$ cat config.mk
export PLATFORM = sky130hd
export DESIGN_NAME = mem_access_ctrl_flat
export DESIGN_NICKNAME = d
export VERILOG_FILES = /design/src/rtl/mem_access_ctrl_if.sv /design/src/rtl/mem_access_ctrl.sv /design/src/flat_wrapper.sv
export SDC_FILE = /design/constraint.sdc
export NUM_CORES = 1
export LEC_CHECK = 0
export ABC_AREA = 1
export CAP_MARGIN = 20
export CORE_AREA = 2 2 122 136
export CTS_BUF_LIST = sky130_fd_sc_hd__clkbuf_8
export CTS_CLUSTER_DIAMETER = 200
export CTS_CLUSTER_SIZE = 25
export DETAILED_ROUTE_END_ITERATION = 16
export DIE_AREA = 0 0 124 138
export PLACE_DENSITY_LB_ADDON = 0.08
export REMOVE_ABC_BUFFERS = 1
export SYNTH_ARGS = -nofsm -noshare
export SYNTH_HDL_FRONTEND = slang
export SYNTH_SLANG_ARGS = --single-unit
export TNS_END_PERCENT = 50
$ cat constraint.sdc
create_clock -name clk -period 1.83 [get_ports clk]
set_input_delay 0.549 -clock clk [delete_from_list [all_inputs] [get_ports clk]]
set_output_delay 0.549 -clock clk [all_outputs]
set_load 0.01 [all_outputs]
$ cat src/rtl/mem_access_ctrl_if.sv
// Memory-side request/acknowledge bus between the M-stage controller and data memory.
// The controller drives the request fields; memory answers with a one-cycle ack and load data.
interface mem_access_ctrl_if;
  logic        mem_req;
  logic        mem_we;
  logic [31:0] mem_addr;
  logic [31:0] mem_wdata;
  logic        mem_ack;
  logic [31:0] mem_rdata;

  modport master (
    output mem_req, mem_we, mem_addr, mem_wdata,
    input  mem_ack, mem_rdata
  );

  modport slave (
    input  mem_req, mem_we, mem_addr, mem_wdata,
    output mem_ack, mem_rdata
  );
endinterface

$ cat src/rtl/mem_access_ctrl.sv
// M-stage memory access controller: issues one req/ack transaction per load/store,
// stalls the pipeline until completion, and flags misaligned and timed-out accesses.
module mem_access_ctrl #(
  parameter int TIMEOUT_CYCLES = 255,
  parameter int CNT_W          = 16
) (
  input  logic              clk,
  input  logic              rst,
  input  logic              MemtoRegM,
  input  logic              MemWriteM,
  input  logic [31:0]       ALUOutM,
  input  logic [31:0]       WriteDataM,
  mem_access_ctrl_if.master memBus,
  output logic              StallM,
  output logic [31:0]       ReadDataM,
  output logic              misalignM,
  output logic              timeout_err,
  output logic [CNT_W-1:0]  acc_count
);

  typedef enum logic [1:0] {
    IDLE,
    BUSY,
    DONE
  } state_t;

  localparam logic [CNT_W-1:0] LAST_WAIT = CNT_W'(TIMEOUT_CYCLES - 1);

  state_t            stateReg;
  logic              reqReg;
  logic              weReg;
  logic [31:0]       addrReg;
  logic [31:0]       wdataReg;
  logic [CNT_W-1:0]  waitCntReg;

  logic acc;
  logic aligned;

  assign acc     = MemtoRegM | MemWriteM;
  assign aligned = (ALUOutM[1:0] == 2'b00);

  // Purely state + M-stage inputs; mem_ack must never reach StallM.
  assign StallM = (stateReg == BUSY) || ((stateReg == IDLE) && acc && aligned);

  assign memBus.mem_req   = reqReg;
  assign memBus.mem_we    = weReg;
  assign memBus.mem_addr  = addrReg;
  assign memBus.mem_wdata = wdataReg;

  always_ff @(posedge clk) begin
    if (rst) begin
      stateReg    <= IDLE;
      reqReg      <= 1'b0;
      weReg       <= 1'b0;
      addrReg     <= '0;
      wdataReg    <= '0;
      waitCntReg  <= '0;
      ReadDataM   <= '0;
      misalignM   <= 1'b0;
      timeout_err <= 1'b0;
      acc_count   <= '0;
    end else begin
      misalignM <= 1'b0;
      case (stateReg)
        IDLE: begin
          if (acc) begin
            if (aligned) begin
              reqReg     <= 1'b1;
              weReg      <= MemWriteM;
              addrReg    <= ALUOutM;
              wdataReg   <= WriteDataM;
              waitCntReg <= '0;
              stateReg   <= BUSY;
            end else begin
              misalignM <= 1'b1;
            end
          end
        end

        BUSY: begin
          waitCntReg <= waitCntReg + CNT_W'(1);
          // An ack in the last allowed cycle still counts as a normal completion.
          if (memBus.mem_ack) begin
            reqReg    <= 1'b0;
            if (!weReg) ReadDataM <= memBus.mem_rdata;
            acc_count <= acc_count + CNT_W'(1);
            stateReg  <= DONE;
          end else if (waitCntReg == LAST_WAIT) begin
            reqReg      <= 1'b0;
            if (!weReg) ReadDataM <= '0;
            timeout_err <= 1'b1;
            acc_count   <= acc_count + CNT_W'(1);
            stateReg    <= DONE;
          end
        end

        // The instruction that just completed is still in M; let it leave without re-issuing.
        DONE: stateReg <= IDLE;

        default: stateReg <= IDLE;
      endcase
    end
  end

endmodule
$ cat src/flat_wrapper.sv
// flat-port wrapper written by rule: the top's interface ports become plain ports
module mem_access_ctrl_flat 
#(
  parameter int TIMEOUT_CYCLES = 255,
  parameter int CNT_W          = 16
)
  (clk, rst, MemtoRegM, MemWriteM, ALUOutM, WriteDataM, StallM, ReadDataM, misalignM, timeout_err, acc_count, memBus_mem_req, memBus_mem_we, memBus_mem_addr, memBus_mem_wdata, memBus_mem_ack, memBus_mem_rdata);
  mem_access_ctrl_if memBus_i ();
  input  logic clk;
  input  logic rst;
  input  logic MemtoRegM;
  input  logic MemWriteM;
  input  logic [31:0] ALUOutM;
  input  logic [31:0] WriteDataM;
  output logic StallM;
  output logic [31:0] ReadDataM;
  output logic misalignM;
  output logic timeout_err;
  output logic [CNT_W-1:0] acc_count;
  output wire logic [$bits(memBus_i.mem_req)-1:0] memBus_mem_req;
  output wire logic [$bits(memBus_i.mem_we)-1:0] memBus_mem_we;
  output wire logic [$bits(memBus_i.mem_addr)-1:0] memBus_mem_addr;
  output wire logic [$bits(memBus_i.mem_wdata)-1:0] memBus_mem_wdata;
  input wire logic [$bits(memBus_i.mem_ack)-1:0] memBus_mem_ack;
  input wire logic [$bits(memBus_i.mem_rdata)-1:0] memBus_mem_rdata;
  assign memBus_mem_req = memBus_i.mem_req;
  assign memBus_mem_we = memBus_i.mem_we;
  assign memBus_mem_addr = memBus_i.mem_addr;
  assign memBus_mem_wdata = memBus_i.mem_wdata;
  assign memBus_i.mem_ack = memBus_mem_ack;
  assign memBus_i.mem_rdata = memBus_mem_rdata;
  mem_access_ctrl #(.TIMEOUT_CYCLES(TIMEOUT_CYCLES), .CNT_W(CNT_W)) u_core (.clk(clk), .rst(rst), .MemtoRegM(MemtoRegM), .MemWriteM(MemWriteM), .ALUOutM(ALUOutM), .WriteDataM(WriteDataM), .memBus(memBus_i), .StallM(StallM), .ReadDataM(ReadDataM), .misalignM(misalignM), .timeout_err(timeout_err), .acc_count(acc_count));
endmodule
Yosys cells after proc, flatten, opt, wreduce, memory -nomap -nowiden --
Cells that the tools add are included. Widths: inputs -> output; s select.
Word-level totals: register bits after elaboration 134, bits of input ports 101, output and inout port bits 117, logic and storage cells 57
Operators by class: add/sub/neg operators 2, eq/ne operators 5, multiplexer cells 20, bitwise gates (word level) 5, reductions and logical operators 15
Operators with widths (count):
- $mux 32 | 4
- $mux 16 | 4
- $add 16x1->16 const B | 2
- $pmux 16 s2 | 1
- $eq 16x8->1 const B | 1
- $reduce_and 3->1 | 5
- $mux 2 | 4
- $mux 1 | 5
- $logic_not 2->1 | 2
- $ne 2x1->1 const B | 2
- $not 1->1 | 4
- $pmux 2 s2 | 1
- $reduce_and 4->1 | 1
- $reduce_bool 2->1 | 2
- $ne 3x3->1 const B | 1
- $reduce_or 3->1 | 1
- $eq 2x1->1 const B | 1
- $logic_and 1x1->1 | 2
- $pmux 1 s2 | 1
- $reduce_and 2->1 | 1
- $logic_or 1x1->1 | 1
- $or 1x1->1 | 1

Longest topological paths before layout --
depth in word-level cells 4, gate-level depth with buffers 11, depth with buffers taken out 10

Worst setup path after synthesis --
OpenSTA, ideal clock, no wires.
path kind input to output, from in MemWriteM, to out StallM, arrival 1231 ps, required time 1281 ps, path slack 50 ps, cell stages on the path 6, path buffers 0, cell sequence nor2_1 -> nor2_1 -> nand3_2 -> inv_1 -> nor2_2 -> inv_2
Between the ends: cells in the longest elaborated chain, start to end 4
RTL lines:
- start: declaration | RTL line flat_wrapper.sv:12 | input logic MemWriteM;
- $or 1x1->1 | RTL line mem_access_ctrl.sv:39 | assign acc = MemtoRegM | MemWriteM;
- $logic_and 1x1->1 (2 in series) | RTL line mem_access_ctrl.sv:43 | assign StallM = (stateReg == BUSY) || ((stateReg == IDLE) && acc && aligned);
- $logic_or 1x1->1 | RTL line mem_access_ctrl.sv:43
- end: declaration | RTL line flat_wrapper.sv:15 | output logic StallM;
No other way between the ends.

Final worst setup path --
from in ALUOutM[1], to out StallM
Between the ends: cells in the longest elaborated chain, start to end 3
RTL lines:
- start: declaration | RTL line flat_wrapper.sv:13 | input logic [31:0] ALUOutM;
- $logic_not 2->1 | RTL line mem_access_ctrl.sv:40 | assign aligned = (ALUOutM[1:0] == 2'b00);
- $logic_and 1x1->1 | RTL line mem_access_ctrl.sv:43
- $logic_or 1x1->1 | RTL line mem_access_ctrl.sv:43
No other way between the ends.

==> out/metrics.cfg <==
[critical_path]
cp-end-kind=output pin
required_ns=1.28
cp_max_fo=2
crit_path_start_kind=input port
worstSetupPathType=input port to output pin
cp.arrival_ns=1.37

[global_route]
grt_usage_pct=19.28
grt_max_degree=74
grt_pass1_vias=5474
antenna_found_initial=0
overflow=0
grt_pass1_wl_um=26430

[cts]
clkLatencyLatePin_ns=0.45
cts_tree=yes
clk_pin_slew_ns=0.08
cts.path.max_buffers=2
clock-sinks=134
cts-htree-levels=4
root_buffer=clkbuf_8
cts-buffers-inserted=17

[placed_design]
dp_hpwl_um=10750
gp_congestion=0.7924
dp.cells=1276
portBuffers=217

[layout]
final_cells=1310
regArea_um2=2696
drive_gt1_share_pct=7.866
multi_input_area_um2=2599
synthToLayoutAreaGrowth_pct=47.09
fillers=1646
final_nets=1197
finish.utilization_pct=54.33
antennaDiodeCount=0

[flow_run]
maxCapViolCount=0

[floorplan]
rows=49
coreArea_um2=15940
ioPinCount=218
initial_core_util_pct=36.94
die-width_um=124
dieHeight_um=138
die_area_um2=17110

[timing]
worst_slew_pin_slew_ns=0.7615
finalSetupViolCount=1
finalHoldViolations=0
post-route-period-util_pct=104.7
fin_crit_ns=1.916
rsz0062_at_grt=yes
drv_slew=0
finalSetupTns_ns=-0.08561
slew_headroom_pct=49.23
max_freq_ghz=0.5220
clock_skew_ns=0.01571
setup_ws_ns=-0.08561

[yosys]
yosysSeqAreaShare_pct=45.56
yosys-top-cells-area=dfxtp_1, nand2_1, a21oi_1
synth-seq-cells=134
synthCells=879
syn_area_per_cell_um2=6.699
syn_area_um2=5888
ys.warnings.count=0
ys_types=26
synth_top_area_share_pct=45.56
yosysTopAreaCell=dfxtp_1

[power_and_ir_drop]
p_leak_uw=0.004078
irDropWorstVdd_uv=473.6
power_uw=6495
p_per_area_nw_per_um2=749.9

[drt]
ant_nets=0
firstDrtPassIters=4
drc_errors=0
routedWlPerCell_um=12.56
num_vias=5901
viasPerCell=4.505
wl_um=16450
drt_iter0_drc=265

[run_status]
status=complete, but fails checks
failed_checks=setup timing

[worst_hold_path]
hold_class=input port to flip-flop

## through the flow
stage	hold WS, ns	cell area, um^2	setup WS, ns
after global placement	0.4450	8346	-0.7825
after detailed placement	0.4506	8346	-0.7608
after global routing	0.4303	8661	-0.1298
after floorplan	0.4463	5653	-1.790
final	0.4131	8661	-0.08561
after CTS	0.4624	8646	-0.1256
## sequential cells by signal (all words and copies together), names as in the netlist
register                 count
u_core.ReadDataM            32
u_core.acc_count            16
u_core.memBus.mem_addr      32
u_core.memBus.mem_req        1
u_core.memBus.mem_wdata     32
u_core.memBus.mem_we         1
u_core.misalignM             1
u_core.stateReg              2
u_core.timeout_err           1
u_core.waitCntReg           16
## kinds of logic (layout without fill, tap and decap cells)
group | after synthesis | count (layout) | synth area share, %
compound gates | 108 | 108 | 9.308
xor+xnor | 4 | 4 | 0.5949
fa+ha+maj | 3 | 3 | 0.6376
buf+inv | 153 | 380 | 10.56
flops | 134 | 134 | 45.56
simple gates | 477 | 477 | 33.34
## cell usage after synthesis
| cell type | instances |
|---|---|
| a21oi_1 | 91 |
| clkbuf_1 | 28 |
| nand3_2 | 1 |
| o21ai_0 | 14 |
| nand3_1 | 34 |
| inv_2 | 2 |
| nor3_1 | 4 |
| nand2_1 | 312 |
| xor2_1 | 4 |
| buf_1 | 1 |
| nor2_2 | 1 |
| nand2_4 | 1 |
| a211oi_1 | 1 |
| o21a_1 | 1 |
| buf_2 | 17 |
| dfxtp_1 | 134 |
| ha_1 | 3 |
| nand3b_1 | 4 |
| nand4_1 | 31 |
| buf_6 | 3 |
| nand3_4 | 1 |
| inv_1 | 101 |
| a22oi_1 | 1 |
| buf_4 | 1 |
| nor2_1 | 87 |
| or2_2 | 1 |
## final timing paths
kind / from / to / slack, ns / cells past startpoint
setup / recovery: ALUOutM[1] / StallM / -0.09 / 7
hold / removal: MemtoRegM / u_core.misalignM / 0.41 / 3
setup reg to reg: u_core.waitCntReg[0] / u_core.waitCntReg[12] / 0.19 / 8
hold reg to reg: u_core.memBus.mem_addr[1] / u_core.memBus.mem_addr[1] / 0.46 / 2
## cells in the final DEF, fill, tap and decap left out, types with 4 or more instances in the layout
cell type          n
o21ai_0           13
nand4_1           31
clkbuf_8          18
inv_6              4
nand2_1          312
inv_2              5
buf_4             20
xor2_1             4
nor2_2             4
buf_12             6
nor3_1             4
dfxtp_1          125
dfxtp_2            8
dlygate4sd2_1    118
inv_1             98
a21oi_1           91
nand3_1           34
nand3b_1           4
nor2_1            83
clkdlybuf4s50_1   95
## critical path, stage by stage
cell and delay (ns):
dlygate4sd2_1 0.24, nor2_2 0.14, nand3_2 0.12, inv_2 0.10, nor2_4 0.05, inv_2 0.07
buf_6 0.10
## final cells by class
cell class                 instances  area share, %
timing repair buffer             245          26.60
tap                              204          2.947
sequential                       134          31.13
clock buffer                      18          2.860
inverter                         103          4.464
multi-input combinational        592          30.01
clock inverter                    14          1.994
## report_power, final
group	internal [uW]	switching (uW)	total, uW
combinational	412	410	822
sequential	3010	44.7	3050
clock	1400	1230	2620
## metal layers
| layer | part of all wire, % | vias to the layer above | wire (um) | GRT usage, % |
|---|---|---|---|---|
| met5 | 0 | - | 0 | 0 |
| met4 | 1.1 | 0 | 183 | 5.559 |
| met1 | 43 | 2527 | 7103 | 23.57 |
| met2 | 43 | 206 | 7048 | 29.09 |
| met3 | 13 | 13 | 2115 | 10.68 |
| li1 | - | 3155 | - | - |
## repair_timing
action | CTS | global route
setup buffers | 1 | 1
hold buffers | 0 | 0
endpoints found under the setup margin | 135 | 91
pin swaps | 4 | 5
resized for setup | 136 | 13
(Power assumes the default switching activity.)
